**src/rtl/elbeth_lsu.sv**
```systemverilog
// ELBETH load/store unit: turns core byte-addressed loads/stores into one
// word-addressed, byte-strobed memory access and returns extended load data.
module elbeth_lsu #(
    parameter int AW      = 8,
    parameter int TIMEOUT = 16
) (
    input  logic          clk,
    input  logic          rst,
    input  logic          lsu_req,
    input  logic [31:0]   lsu_addr,
    input  logic          lsu_we,
    input  logic [1:0]    lsu_size,
    input  logic          lsu_unsigned,
    input  logic [31:0]   lsu_wdata,
    output logic [31:0]   lsu_rdata,
    output logic          lsu_done,
    output logic          lsu_busy,
    output logic          lsu_fault,
    output logic          lsu_error,
    output logic          mem_enable,
    output logic [AW-1:0] mem_addr,
    output logic [31:0]   mem_wdata,
    output logic [3:0]    mem_rw,
    input  logic [31:0]   mem_rdata,
    input  logic          mem_ready
);

    localparam logic [2:0] S_IDLE  = 3'd0;
    localparam logic [2:0] S_ISSUE = 3'd1;
    localparam logic [2:0] S_WAIT  = 3'd2;
    localparam logic [2:0] S_DONE  = 3'd3;
    localparam logic [2:0] S_FAULT = 3'd4;

    logic [2:0] state;
    logic [7:0] cnt;
    logic       err_q;
    logic       we_q;
    logic       uns_q;
    logic [1:0] size_q;
    logic [1:0] off_q;

    // Address bits above the word window are deliberately ignored (wrap).
    logic unused_addr_hi;
    assign unused_addr_hi = ^lsu_addr[31:AW+2];

    function automatic logic misaligned(input logic [1:0] size, input logic [1:0] off);
        misaligned = (size == 2'b11) ||
                     (size == 2'b01 && off[0]) ||
                     (size == 2'b10 && off != 2'b00);
    endfunction

    function automatic logic [3:0] strobes(input logic [1:0] size, input logic [1:0] off);
        case (size)
            2'b00:   strobes = 4'b0001 << off;
            2'b01:   strobes = 4'b0011 << off;
            default: strobes = 4'b1111;
        endcase
    endfunction

    function automatic logic [31:0] replicate(input logic [1:0] size, input logic [31:0] wdata);
        case (size)
            2'b00:   replicate = {4{wdata[7:0]}};
            2'b01:   replicate = {2{wdata[15:0]}};
            default: replicate = wdata;
        endcase
    endfunction

    function automatic logic [31:0] extract(input logic [1:0] size, input logic [1:0] off,
                                            input logic uns, input logic [31:0] rdata);
        logic [7:0]  b;
        logic [15:0] h;
        b = rdata[8*off +: 8];
        h = rdata[16*off[1] +: 16];
        case (size)
            2'b00:   extract = {{24{b[7] & ~uns}}, b};
            2'b01:   extract = {{16{h[15] & ~uns}}, h};
            default: extract = rdata;
        endcase
    endfunction

    // Request attributes are pure data; they are only consulted after a capture.
    always_ff @(posedge clk) begin
        if (state == S_IDLE && lsu_req) begin
            we_q   <= lsu_we;
            uns_q  <= lsu_unsigned;
            size_q <= lsu_size;
            off_q  <= lsu_addr[1:0];
        end
    end

    always_ff @(posedge clk) begin
        if (rst) begin
            state      <= S_IDLE;
            cnt        <= '0;
            err_q      <= 1'b0;
            lsu_rdata  <= '0;
            mem_enable <= 1'b0;
            mem_addr   <= '0;
            mem_wdata  <= '0;
            mem_rw     <= '0;
        end else begin
            case (state)
                S_IDLE: begin
                    err_q <= 1'b0;
                    if (lsu_req) begin
                        if (misaligned(lsu_size, lsu_addr[1:0])) begin
                            state <= S_FAULT;
                        end else begin
                            state      <= S_ISSUE;
                            mem_enable <= 1'b1;
                            mem_addr   <= lsu_addr[AW+1:2];
                            mem_wdata  <= replicate(lsu_size, lsu_wdata);
                            mem_rw     <= lsu_we ? strobes(lsu_size, lsu_addr[1:0]) : 4'b0000;
                        end
                    end
                end
                S_ISSUE: begin
                    // Drop enable and strobes so the write is not repeated while waiting.
                    mem_enable <= 1'b0;
                    mem_rw     <= 4'b0000;
                    cnt        <= '0;
                    state      <= S_WAIT;
                end
                S_WAIT: begin
                    if (mem_ready) begin
                        if (!we_q)
                            lsu_rdata <= extract(size_q, off_q, uns_q, mem_rdata);
                        state <= S_DONE;
                    end else if (cnt == 8'(TIMEOUT - 1)) begin
                        err_q <= 1'b1;
                        state <= S_DONE;
                    end else begin
                        cnt <= cnt + 8'd1;
                    end
                end
                S_DONE, S_FAULT: begin
                    err_q <= 1'b0;
                    state <= S_IDLE;
                end
                default: state <= S_IDLE;
            endcase
        end
    end

    assign lsu_busy  = (state != S_IDLE);
    assign lsu_done  = (state == S_DONE) || (state == S_FAULT);
    assign lsu_fault = (state == S_FAULT);
    assign lsu_error = (state == S_DONE) && err_q;

endmodule

```
**config.mk**
```make
export PLATFORM = sky130hd
export DESIGN_NAME = elbeth_lsu
export DESIGN_NICKNAME = d
export VERILOG_FILES = /design/src/rtl/elbeth_lsu.sv
export SDC_FILE = /design/constraint.sdc
export NUM_CORES = 1
export LEC_CHECK = 0
export ABC_AREA = 1
export CORE_AREA = 2 2 101 103
export CTS_CLUSTER_DIAMETER = 60
export DETAILED_ROUTE_END_ITERATION = 7
export DIE_AREA = 0 0 103 105
export GPL_ROUTABILITY_DRIVEN = 0
export PLACE_DENSITY = 0.83
export SYNTH_ARGS = -nofsm -noshare
export SYNTH_HDL_FRONTEND = slang
export SYNTH_SLANG_ARGS = --single-unit
```
**constraint.sdc**
```tcl
create_clock -name clk -period 2.2 [get_ports clk]
set_input_delay 0.22 -clock clk [delete_from_list [all_inputs] [get_ports clk]]
set_output_delay 0.22 -clock clk [all_outputs]
set_load 0.02 [all_outputs]
```
==> flow_summary.ini <==
[synthesis]
synth_cells = 650
netlist_area_um2 = 4510
synth.top_cells.by_count = nand2_1 (149), nor2_1 (100), dfxtp_1 (89), a21oi_1 (84), o21ai_0 (62)
seq_area_frac_synth_pct = 43.5
synth_top_area_share_pct = 39.5
synth.avg_cell_area_um2 = 6.94
synth_area_leaders = dfxtp_1 (39%), nand2_1 (12%), a21oi_1 (9.3%), nor2_1 (8.3%), o21ai_0 (6.9%)
syn-num-nets = 755
yosysMostFrequentCell = nand2_1
ys_async_sr_fraction_pct = 0
synth_top_flop_cell = dfxtp_1
synth_top_cell_by_area = dfxtp_1
synth_enable_flop_cells = 6
ys_types = 36
synth-seq-cells = 95
yosysWarningCount = 0

[drt]
drtIter0Drc = 248
viasPerCell = 5.21
antenna_left = 0
dr.pass1.iters = 5
drc = 0
drt_wl_total_um = 13400
wl_per_cell_um = 14.3
vias = 4881

[setup_path]
critPathLaunchType = flip-flop
cp_max_fo = 4
critPathCaptureType = output port
cp.arrival_ns = 1.72
critPathRequiredTime_ns = 1.98
critPathKind = flip-flop to output port

[power_and_ir_drop]
pwr-share-clk_pct = 25.9
sw_frac_of_total_pct = 32.5
peakVddDrop_mv = 0.475
pwr-share-comb_pct = 26.8
power_frac_seq_pct = 47.4
internal_power_mw = 2.76
total_power_mw = 4.10
p_leak_nw = 2.59
powerDensity_nw_per_um2 = 643
p_sw_mw = 1.33

[final_layout]
postLayoutCellArea_um2 = 6370
seqCellArea_um2 = 1960
multi_input_area_um2 = 2220
final_nets = 903
fillers = 855
drive_gt1_share_pct = 6.72
area_growth_pct = 41.2
insertedDiodeCount = 0

[timing]
final_max_slew_viol_count = 0
hold_slack_ns = 0.434
hold_viol_final = 0
fin_skew_ns = 0.0129
grt_setup_unrepaired = no
fmax_mhz = 515
worst_slew_pin_slew_ns = 0.596
fin_crit_sh_pct = 88.3
fin_crit_ns = 1.94
fin_ws_ns = 0.257
slew_headroom_pct = 60.0
setup_tns_ns = 0
setup_viol = 0

[clock_tree]
hold_buffers = 0
htree_levels = 3
post_cts_buffers = 0
root_buffer = clkbuf_8
cts_made_buffers = 9
cts_max_path_buffers = 2
clock_latency_ns = 0.35
cts_resized = 0
cts_tree = done
cts_sinks = 95
cts.clk_slew.worst_paths_ns = 0.09

[die]
die_area_um2 = 10800
dieHeight_um = 105
io_pins = 185
initial_core_util_pct = 46.8
die_w_um = 103
rows = 36
core_um2 = 9640

[placement]
dpl_cell_area_um2 = 6200
hpwl_um = 9740
numPortBuffers = 162
pre_cts_ws_ns = 0.240

[min_path]
min_path_type = primary input to flip-flop

[global_route]
antenna_found_initial = 0
grt_overflow_total = 0
grt_pass1_wl_um = 21400
grt_max_degree = 47
grt_pass1_vias = 4687
track_usage_pct = 24.5

[flow_run]
cap_violations = 0

[run_status]
status = complete, no violations
## cells in the final DEF (no fill, tap or decap), types with 4 or more instances in the layout
master / count
o21ai_1: 17
dfxtp_1: 89
nor3_1: 8
nand4_1: 8
clkdlybuf4s50_1: 162
buf_4: 9
nand2_1: 149
clkbuf_8: 9
a21oi_1: 84
o21ai_0: 62
nor2_1: 100
inv_2: 9
a21oi_2: 6
edfxtp_1: 6
or2_2: 4
inv_1: 29
nand3_1: 17
and2_0: 4
## metal layers
metal / vias up / routed length, um / GRT usage (%)
met1: 2203 / 5380 / 30.4
met5: - / 0 / 0
met3: 25 / 1420 / 6.89
met2: 231 / 6300 / 40.3
li1: 2422 / - / -
met4: 0 / 284 / 8.46
## per-stage QoR
stage	cells	util, %
floorplan	650	-
global placement	920	64.3
detailed placement	920	64.3
CTS	936	66.1
global route	936	66.1
finish	936	66.1
## kinds of logic after synthesis
family / synth area share [%]
xor+xnor: 0.388
fa+ha+maj: 0.277
simple gates: 28.3
buf+inv: 7.37
flops: 43.5
compound gates: 20.2
## state kept, by name, indices dropped and copies added, names as in the netlist
signal / count
lsu_rdata: 32
mem_wdata: 32
cnt: 8
mem_addr: 8
mem_rw: 4
state: 3
off_q: 2
size_q: 2
err_q: 1
mem_enable: 1
uns_q: 1
we_q: 1
## path summary, 6_finish.rpt
| kind | startpoint | to | slack [ns] | cells past startpoint |
|---|---|---|---|---|
| worst max register to register | off_q[1] | lsu_rdata[17] | 0.38 | 7 |
| worst min register to register | err_q | err_q | 0.46 | 2 |
| worst max-delay path | state[2] | lsu_done | 0.26 | 6 |
| worst min-delay path | lsu_unsigned | uns_q | 0.43 | 1 |
## worst max-delay path: stages, from the launching register on
cell             delay [ns]
dfxtp_1                0.36
inv_2                  0.08
nand2_2                0.07
nor2_1                 0.09
inv_1                  0.07
o21ai_0                0.08
clkdlybuf4s50_1        0.63
## cell type report
class | count | share of cell area, %
clock buffers | 9 | 1.94
clock inverters | 7 | 0.746
inverters | 39 | 2.30
multi-input cells | 481 | 34.8
flip-flops and latches | 95 | 30.8
well taps | 133 | 2.61
repair buffers | 172 | 26.8
## power by group through the flow
stage	sequential, mW	combinational [mW]	clock (mW)
final	1.94	1.10	1.06
after global routing	1.96	1.19	1.15
after CTS	1.94	1.09	1.09
after detailed placement	1.98	1.09	0
after global placement	1.97	1.07	0
after floorplan	2.10	0.467	0
(Power assumes the default switching activity.)
